**src/rtl/shift_pkg.sv**
```systemverilog
// Shared types for the pipelined bidirectional barrel shifter.
package shift_pkg;

  typedef enum logic [1:0] {
    SH_LOG = 2'b00,
    SH_ARI = 2'b01,
    SH_ROT = 2'b10,
    SH_RSV = 2'b11
  } shift_mode_t;

  // Width-independent part of the stage payload; each stage wraps it with data and amount.
  typedef struct packed {
    logic        left;
    shift_mode_t mode;
    logic        sign;
    logic        carry;
  } shift_ctrl_t;

  function automatic logic sign_fill(input shift_ctrl_t c);
    return c.sign && !c.left && (c.mode == SH_ARI);
  endfunction

endpackage

```
**src/rtl/shift_lr_stage.sv**
```systemverilog
// One pipeline slice: applies its share of the rotate levels, then registers valid + payload.
module shift_lr_stage
  import shift_pkg::*;
#(
  parameter int WIDTH  = 32,
  parameter int STAGES = 2,
  parameter int IDX    = 0,
  localparam int SW    = $clog2(WIDTH)
) (
  input  logic              clk,
  input  logic              rst_n,
  input  logic              load,
  input  logic              up_valid,
  input  logic [WIDTH-1:0]  up_data,
  input  logic [SW-1:0]     up_amount,
  input  shift_ctrl_t       up_ctrl,
  output logic              valid,
  output logic [WIDTH-1:0]  data,
  output logic [SW-1:0]     amount,
  output shift_ctrl_t       ctrl
);

  typedef struct packed {
    logic [WIDTH-1:0] data;
    logic [SW-1:0]    amount;
    shift_ctrl_t      ctrl;
  } payload_t;

  payload_t nxt;
  payload_t q;

  // Stages only rotate; zero/sign fill is applied once at the pipeline output.
  always_comb begin
    nxt.data   = up_data;
    nxt.amount = up_amount;
    nxt.ctrl   = up_ctrl;
    for (int k = 0; k < SW; k++) begin
      if (((k * STAGES) / SW == IDX) && up_amount[k]) begin
        if (up_ctrl.left)
          nxt.data = (nxt.data << (1 << k)) | (nxt.data >> (WIDTH - (1 << k)));
        else
          nxt.data = (nxt.data >> (1 << k)) | (nxt.data << (WIDTH - (1 << k)));
      end
    end
  end

  always_ff @(posedge clk or negedge rst_n) begin
    if (!rst_n) begin
      valid <= 1'b0;
      q     <= '0;
    end else if (load) begin
      valid <= up_valid;
      q     <= nxt;
    end
  end

  assign data   = q.data;
  assign amount = q.amount;
  assign ctrl   = q.ctrl;

endmodule

```
**src/rtl/shift_lr_pipe.sv**
```systemverilog
// Pipelined bidirectional barrel shifter with rotate, carry-out and valid/ready backpressure.
module shift_lr_pipe
  import shift_pkg::*;
#(
  parameter int WIDTH  = 32,
  parameter int STAGES = 2,
  localparam int SW    = $clog2(WIDTH)
) (
  input  logic             clk,
  input  logic             rst_n,
  input  logic             in_valid,
  output logic             in_ready,
  input  logic [WIDTH-1:0] x,
  input  logic [SW-1:0]    s,
  input  logic             left,
  input  logic [1:0]       mode,
  output logic             out_valid,
  input  logic             out_ready,
  output logic [WIDTH-1:0] z,
  output logic             cout
);

  logic [STAGES-1:0] stg_v;
  logic [STAGES-1:0] stg_load;
  logic [WIDTH-1:0]  stg_d [STAGES];
  logic [SW-1:0]     stg_a [STAGES];
  shift_ctrl_t       stg_c [STAGES];

  shift_ctrl_t       in_ctrl;
  logic [SW-1:0]     carry_idx;
  logic [WIDTH-1:0]  keep_mask;
  logic              down;

  // For shifts and rotates alike the carry is x[WIDTH-s] (left) or x[s-1] (right).
  always_comb begin
    carry_idx     = left ? (SW'(0) - s) : (s - SW'(1));
    in_ctrl.left  = left;
    in_ctrl.mode  = shift_mode_t'(mode);
    in_ctrl.sign  = x[WIDTH-1];
    in_ctrl.carry = (s != '0) && x[carry_idx];
  end

  always_comb begin
    stg_load = '0;
    down     = out_ready;
    for (int i = STAGES - 1; i >= 0; i--) begin
      stg_load[i] = !stg_v[i] || down;
      down        = stg_load[i];
    end
  end

  for (genvar i = 0; i < STAGES; i++) begin : g_stage
    logic             up_v;
    logic [WIDTH-1:0] up_d;
    logic [SW-1:0]    up_a;
    shift_ctrl_t      up_c;

    if (i == 0) begin : g_src
      assign up_v = in_valid;
      assign up_d = x;
      assign up_a = s;
      assign up_c = in_ctrl;
    end else begin : g_src
      assign up_v = stg_v[i-1];
      assign up_d = stg_d[i-1];
      assign up_a = stg_a[i-1];
      assign up_c = stg_c[i-1];
    end

    shift_lr_stage #(
      .WIDTH (WIDTH),
      .STAGES(STAGES),
      .IDX   (i)
    ) u_stage (
      .clk      (clk),
      .rst_n    (rst_n),
      .load     (stg_load[i]),
      .up_valid (up_v),
      .up_data  (up_d),
      .up_amount(up_a),
      .up_ctrl  (up_c),
      .valid    (stg_v[i]),
      .data     (stg_d[i]),
      .amount   (stg_a[i]),
      .ctrl     (stg_c[i])
    );
  end

  // Shifts clear the vacated bits of the rotated word and optionally refill them with the sign.
  always_comb begin
    keep_mask = '1;
    if (stg_c[STAGES-1].mode != SH_ROT)
      keep_mask = stg_c[STAGES-1].left ? ({WIDTH{1'b1}} << stg_a[STAGES-1])
                                       : ({WIDTH{1'b1}} >> stg_a[STAGES-1]);
    z = (stg_d[STAGES-1] & keep_mask) | (sign_fill(stg_c[STAGES-1]) ? ~keep_mask : '0);
  end

  assign cout      = stg_c[STAGES-1].carry;
  assign out_valid = stg_v[STAGES-1];
  assign in_ready  = stg_load[0];

endmodule

```
**config.mk**
```make
export PLATFORM = sky130hd
export DESIGN_NAME = shift_lr_pipe
export DESIGN_NICKNAME = d
export VERILOG_FILES = /design/src/rtl/shift_pkg.sv /design/src/rtl/shift_lr_stage.sv /design/src/rtl/shift_lr_pipe.sv
export SDC_FILE = /design/constraint.sdc
export NUM_CORES = 1
export LEC_CHECK = 0
export ABC_AREA = 1
export CAP_MARGIN = 10
export CORE_ASPECT_RATIO = 1.75
export CORE_MARGIN = 2
export CORE_UTILIZATION = 30
export DETAILED_ROUTE_END_ITERATION = 10
export SYNTH_ARGS = -nofsm -noshare
export SYNTH_HDL_FRONTEND = slang
export SYNTH_SLANG_ARGS = --single-unit
```
**constraint.sdc**
```tcl
create_clock -name clk -period 1.45 [get_ports clk]
set_clock_uncertainty 0.05 [all_clocks]
set_input_delay 0.2175 -clock clk [delete_from_list [all_inputs] [get_ports clk]]
set_output_delay 0.2175 -clock clk [all_outputs]
set_load 0.02 [all_outputs]
```
== Word level (Yosys, flattened, before mapping) ==
Cells that the tools add are included.

* $add $sub $neg: 2
* Magnitude comparators: 1
* Equality and inequality tests: 2
* Shifts and indexed selects: 2
* Mux-type cells: 15
* Bitwise operators: 12
* Reductions and logical operators: 9

{| class="wikitable"
|+ Operators by type and width
! operator !! number
|-
| 32-bit 2-to-1 mux || 12
|-
| 32-bit bitwise AND || 1
|-
| 32-bit NOT || 1
|-
| 24-bit by 32-bit bitwise OR with 32-bit output || 1
|-
| 28-bit by 32-bit bitwise OR with 32-bit output || 1
|-
| 30-bit by 32-bit bitwise OR with 32-bit output || 1
|-
| 31-bit by 32-bit bitwise OR with 32-bit output || 1
|-
| 32-bit by 1-bit bitwise OR with 32-bit output || 1
|-
| 32-bit by 16-bit bitwise OR with 32-bit output || 1
|-
| 32-bit by 2-bit bitwise OR with 32-bit output || 1
|-
| 32-bit bitwise OR || 1
|-
| 32-bit by 4-bit bitwise OR with 32-bit output || 1
|-
| 32-bit by 8-bit bitwise OR with 32-bit output || 1
|-
| 32-bit by 5-bit left shift with 32-bit output (first input constant) || 1
|-
| 32-bit by 5-bit >> shifter with 32-bit output (first input constant) || 1
|-
| 5-bit by 6-bit less-than comparator with 1-bit output (second input constant) || 1
|-
| 1-bit binary-select mux with 5-bit select || 1
|-
| 5-bit 2-to-1 mux || 1
|-
| 5-bit nonzero test || 1
|-
| 1-bit by 5-bit subtractor with 5-bit output (first input constant) || 1
|-
| 5-bit by 1-bit subtractor with 5-bit output (second input constant) || 1
|-
| 1-bit logical AND || 3
|-
| 1-bit zero test || 3
|-
| 2-bit by 1-bit == test with 1-bit output (second input constant) || 1
|-
| 3 further kinds || 4
|}

* Register bits: 86
* Bits of input ports: 44
* Output and inout port bits: 35

== Logic depth before layout (Yosys ltp) ==
* Depth in word-level cells: 9
* Mapped depth: 15
* Gate-level depth less buffers: 13

== Hierarchy ==
From an unflattened synthesis, not the netlist that was laid out.

* Cell total of the unflattened synthesis: 1309
* Area total of the unflattened synthesis: 8060.2 um^2

{| class="wikitable"
|+ Modules (own cells, without submodules)
! module !! times used !! cells an instance !! area each (um^2) !! sequential area each (um^2)
|-
| shift_lr_stage at g_stage[0].u_stage || 1 || 683 || 4167.7 || 1076.0
|-
| shift_lr_stage at g_stage[1].u_stage || 1 || 360 || 2632.5 || 1076.0
|-
| shift_lr_pipe || 1 || 266 || 1260.0 || 0.0
|}

== Worst setup path after synthesis ==
OpenSTA, ideal clock, no wires.

* Path kind: input to register
* Start: input s[0]
* End: register g_stage[0].u_stage.q (netlist bit g_stage[0].u_stage.ctrl[0])
* Library setup time: 0.117 ns
* Arrival time: 1.666 ns
* Required time: 1.283 ns
* Slack: -0.383 ns
* Cell stages on the path: 12
* Path buffers: 2
* Path through: buf_4 -> inv_4 -> buf_2 -> ha_1 -> xnor2_2 -> nand3_1 -> nand3_1 -> nand3_1 -> nand2_1 -> nand2_1 -> nand3_1 -> nand2_1

* Longest elaborated chain between the ends: 5
* Elaborated cells on any way between the ends: 7

{| class="wikitable"
|+ RTL lines
! item !! RTL line !! source
|-
| start: declaration || shift_lr_pipe.sv:14 || <nowiki>input logic [SW-1:0] s,</nowiki>
|-
| 5-bit by 1-bit subtractor with 5-bit output or 1-bit by 5-bit subtractor with 5-bit output (tied branches) || shift_lr_pipe.sv:36 || <nowiki>carry_idx = left ? (SW'(0) - s) : (s - SW'(1));</nowiki>
|-
| 5-bit 2-to-1 mux || shift_lr_pipe.sv:36 ||
|-
| 1-bit binary-select mux with 5-bit select || shift_lr_pipe.sv:40 || <nowiki>in_ctrl.carry = (s != '0) && x[carry_idx];</nowiki>
|-
| 1-bit 2-to-1 mux (implied by the code) || shift_lr_pipe.sv:40 ||
|-
| 1-bit logical AND (*) || shift_lr_pipe.sv:40 ||
|-
| end signal: assignment || shift_lr_stage.sv:53 || <nowiki>q <= nxt;</nowiki>
|-
| end: declaration || shift_lr_stage.sv:30 || <nowiki>payload_t q;</nowiki>
|}

Every way passes the cells marked *; elsewhere a longest branch is shown, timed or not. The select of a mux whose other input is x is not followed.
A chain may end at the register's enable or synchronous reset.

== Worst setup path in the final report ==
* Start: register g_stage[1].u_stage.q (netlist bit g_stage[1].u_stage.amount[2])
* End: output z[17]

* Longest elaborated chain between the ends: 6
* Elaborated cells on any way between the ends: 8

{| class="wikitable"
|+ RTL lines
! item !! RTL line !! source
|-
| start: declaration || shift_lr_stage.sv:30 ||
|-
| start signal: assignment || shift_lr_stage.sv:53 ||
|-
| 32-bit by 5-bit >> shifter with 32-bit output or 32-bit by 5-bit left shift with 32-bit output (tied branches) || shift_lr_pipe.sv:94, shift_lr_pipe.sv:93 ||
|-
| 32-bit 2-to-1 mux (*) || shift_lr_pipe.sv:93 || <nowiki>keep_mask = stg_c[STAGES-1].left ? ({WIDTH{1'b1}} << stg_a[STAGES-1])</nowiki>
|-
| 32-bit 2-to-1 mux (*) || shift_lr_pipe.sv:92 || <nowiki>if (stg_c[STAGES-1].mode != SH_ROT)</nowiki>
|-
| 32-bit NOT || shift_lr_pipe.sv:95 || <nowiki>z = (stg_d[STAGES-1] & keep_mask) | (sign_fill(stg_c[STAGES-1]) ? ~keep_mask : '0);</nowiki>
|-
| 32-bit 2-to-1 mux || shift_lr_pipe.sv:95 ||
|-
| 32-bit bitwise OR (*) || shift_lr_pipe.sv:95 ||
|-
| end: declaration || shift_lr_pipe.sv:19 || <nowiki>output logic [WIDTH-1:0] z,</nowiki>
|}

Every way passes the cells marked *; elsewhere a longest branch is shown, timed or not.

==> results.cfg <==
[placed_design]
portBuffers = 78
dp_hpwl_mm = 21.0
place_congestion = 1.01

[layout]
layout_commonest_cell = nand2_1
num_antenna_cells = 0
fin_nets = 1445
syn_to_final_growth_pct = 80.9
drive_above_1_share_pct = 44.4
layout_common_cells = nand2_1 (368), buf_4 (142), nand3_1 (99)

[cts]
cts_buffer_depth = 2
root_buffer = clkbuf_16
cts_made_buffers = 9
cts_max_level = 3
cts_tree = done
cts.sinks = 86
clk_pin_slew_ns = 0.06
clk_latency_ns = 0.34

[grt]
grt_max_degree = 67
grt_pass1_wl_mm = 46.8
grt.total_usage_pct = 23.5
grt_pass1_vias = 8998
antenna_found_initial = 0
grt_overflow = 0

[routing]
num_vias = 9088
vias_per_cell = 5.32
drtIter0Drc = 502
drtPass1Iterations = 5
totalWireLength_mm = 30.8
wl_per_cell_um = 18.0
drc_errors = 0
ant_nets = 0

[synth]
yosys_warnings = 0
syn_nets = 1207
syn_area_mm2 = 0.00710
ys_ff_latch = 86
ys_seq_area_share_pct = 30.3
synth.area.top_cells = dfrtp_1 (30%), nand2_1 (22%), nand3_1 (9.8%)
ys_types = 33
syn_inst = 1161
syn_area_per_cell_um2 = 6.12
synth_top_cell_by_area = dfrtp_1
synth_top_area_share_pct = 30.3

[timing]
hold_violations = 0
slew_headroom_pct = 69.4
max_freq_ghz = 0.468
fin_setup_tns_ns = -20.97
min_period_over_period_pct = 147
slew_violations = 0
finalCriticalPeriod_ns = 2.13
tightestPinTransition_ns = 0.454
setup_ws_ns = -0.685
hold_slack_ns = 0.233
setup_viol = 64
rsz0062_at_grt = true

[die]
die-width_um = 120
io_pins = 79
num_rows = 74
die_y_um = 208
dieArea_mm2 = 0.0250
core_area_mm2 = 0.0233
start_util_pct = 30.4

[setup_path]
worstPathRequired_ns = 1.18
worst-path-max-fanout = 3
cp.arrival_ns = 1.87
start_kind = register
endpoint_kind = output pin
crit_type = reg2out

[pwr]
power_density_mw_per_mm2 = 1080
vdd_ir_drop_max_mv = 0.666
p_leak_uw = 0.00561

[status]
status = complete, but fails checks
violations = setup timing

[flow_run]
maxCapViolCount = 0

[hold_path]
min_path_type = in2reg
==> worst max-delay path: stages (launching register included) <==
cell and delay [ns]:
dfrtp_1 0.43, nor2_2 0.18, inv_1 0.09, buf_4 0.17
nor2_1 0.13, o21ai_1 0.13, a21oi_2 0.20, a31oi_4 0.04
buf_4 0.17
==> cells by family after synthesis <==
kind of cell               count (synthesis)  share of synthesized area [%]
adders and majority gates                  2                          0.352
and+or+nand+nor                          635                           36.5
buffers and inverters                    149                           9.44
DFF                                       86                           30.3
xor gates and xnor gates                   4                          0.916
AOI/OAI and AO/OA                        285                           22.5
==> metrics by stage <==
step	std cells	utilization [%]	worst slack, ns	area [um^2]	total power [uW]
floorplan	1161	-	-0.152	8200	7040
global placement	1633	44.2	-0.859	10300	9400
detailed placement	1633	44.2	-0.878	10300	9470
CTS	1697	51.8	-0.688	12100	13100
global route	1708	55.1	-0.742	12900	14500
finish	1708	55.1	-0.685	12900	13800
==> per-layer routing <==
layer / track usage (%) / vias up / part of all wire [%]
li1: - / 4382 / -
met1: 23.8 / 4247 / 34
met2: 45.8 / 332 / 55
met3: 1.51 / 127 / 3.1
met4: 14.3 / 0 / 7.6
met5: 0 / - / 0
==> flip-flops by register name, summed over array words and instances (netlist names) <==
register,cells
g_stage.u_stage.data,64
g_stage.u_stage.amount,10
g_stage.u_stage.ctrl,10
g_stage.u_stage.valid,2
==> synthesized netlist by cell type <==
cell	count
clkinv_1	1
xor2_2	1
nor2_4	1
nor3_1	2
nor2_2	1
o221ai_1	32
nand2_4	1
o21ai_0	116
inv_4	1
buf_2	24
buf_6	7
o21ai_1	90
xnor2_2	3
inv_1	60
nor2_1	60
dfrtp_1	86
a211oi_1	1
buf_4	3
clkbuf_2	3
or2_2	3
inv_2	5
nand2_2	2
o21ai_2	9
ha_1	2
nand4_1	1
buf_8	1
a31oi_1	10
nand3_1	139
buf_1	12
a21boi_0	1
clkbuf_1	32
a21oi_1	26
nand2_1	425
==> where the power goes <==
group	leakage, uW	internal [uW]	switching [uW]	total [uW]
registers	0.00103	2870	563	3430
logic	0.00442	3670	4240	7910
clock network	0.000157	1550	948	2500
total	0.00561	8090	5760	13800
==> repair_timing <==
| item | CTS | global route |
|---|---|---|
| endpoints found under the hold margin | 20 | 0 |
| setup endpoints to repair | 68 | 112 |
| setup buffers | 34 | 18 |
| pin swaps | 62 | 81 |
| gates resized for setup | 411 | 182 |
| gates cloned | 14 | 8 |
| hold buffers | 1 | 0 |
==> area by class of cell <==
cell class | instances | area (um^2)
fill | 2149 | 10500
multi-input combinational | 926 | 6280
timing repair buffer | 309 | 3380
sequential | 86 | 2160
tap | 304 | 380
inverter | 67 | 344
clock buffer | 12 | 246
clock inverter | 4 | 70.1
==> final timing paths <==
| path | start | to | slack (ns) | cells after the start |
|---|---|---|---|---|
| max | g_stage[1].u_stage.amount[2] | z[17] | -0.68 | 8 |
| min | s[1] | g_stage[0].u_stage.amount[1] | 0.23 | 4 |
| max reg2reg | g_stage[1].u_stage.valid | g_stage[0].u_stage.data[16] | -0.10 | 12 |
| min reg2reg | g_stage[0].u_stage.valid | g_stage[1].u_stage.valid | 0.43 | 2 |
| max in group asynchronous | rst_n | g_stage[0].u_stage.ctrl[0] | 0.51 | 3 |
| min in group asynchronous | rst_n | g_stage[1].u_stage.data[26] | 0.30 | 2 |
Note: power is estimated with default switching activity, not from simulation.
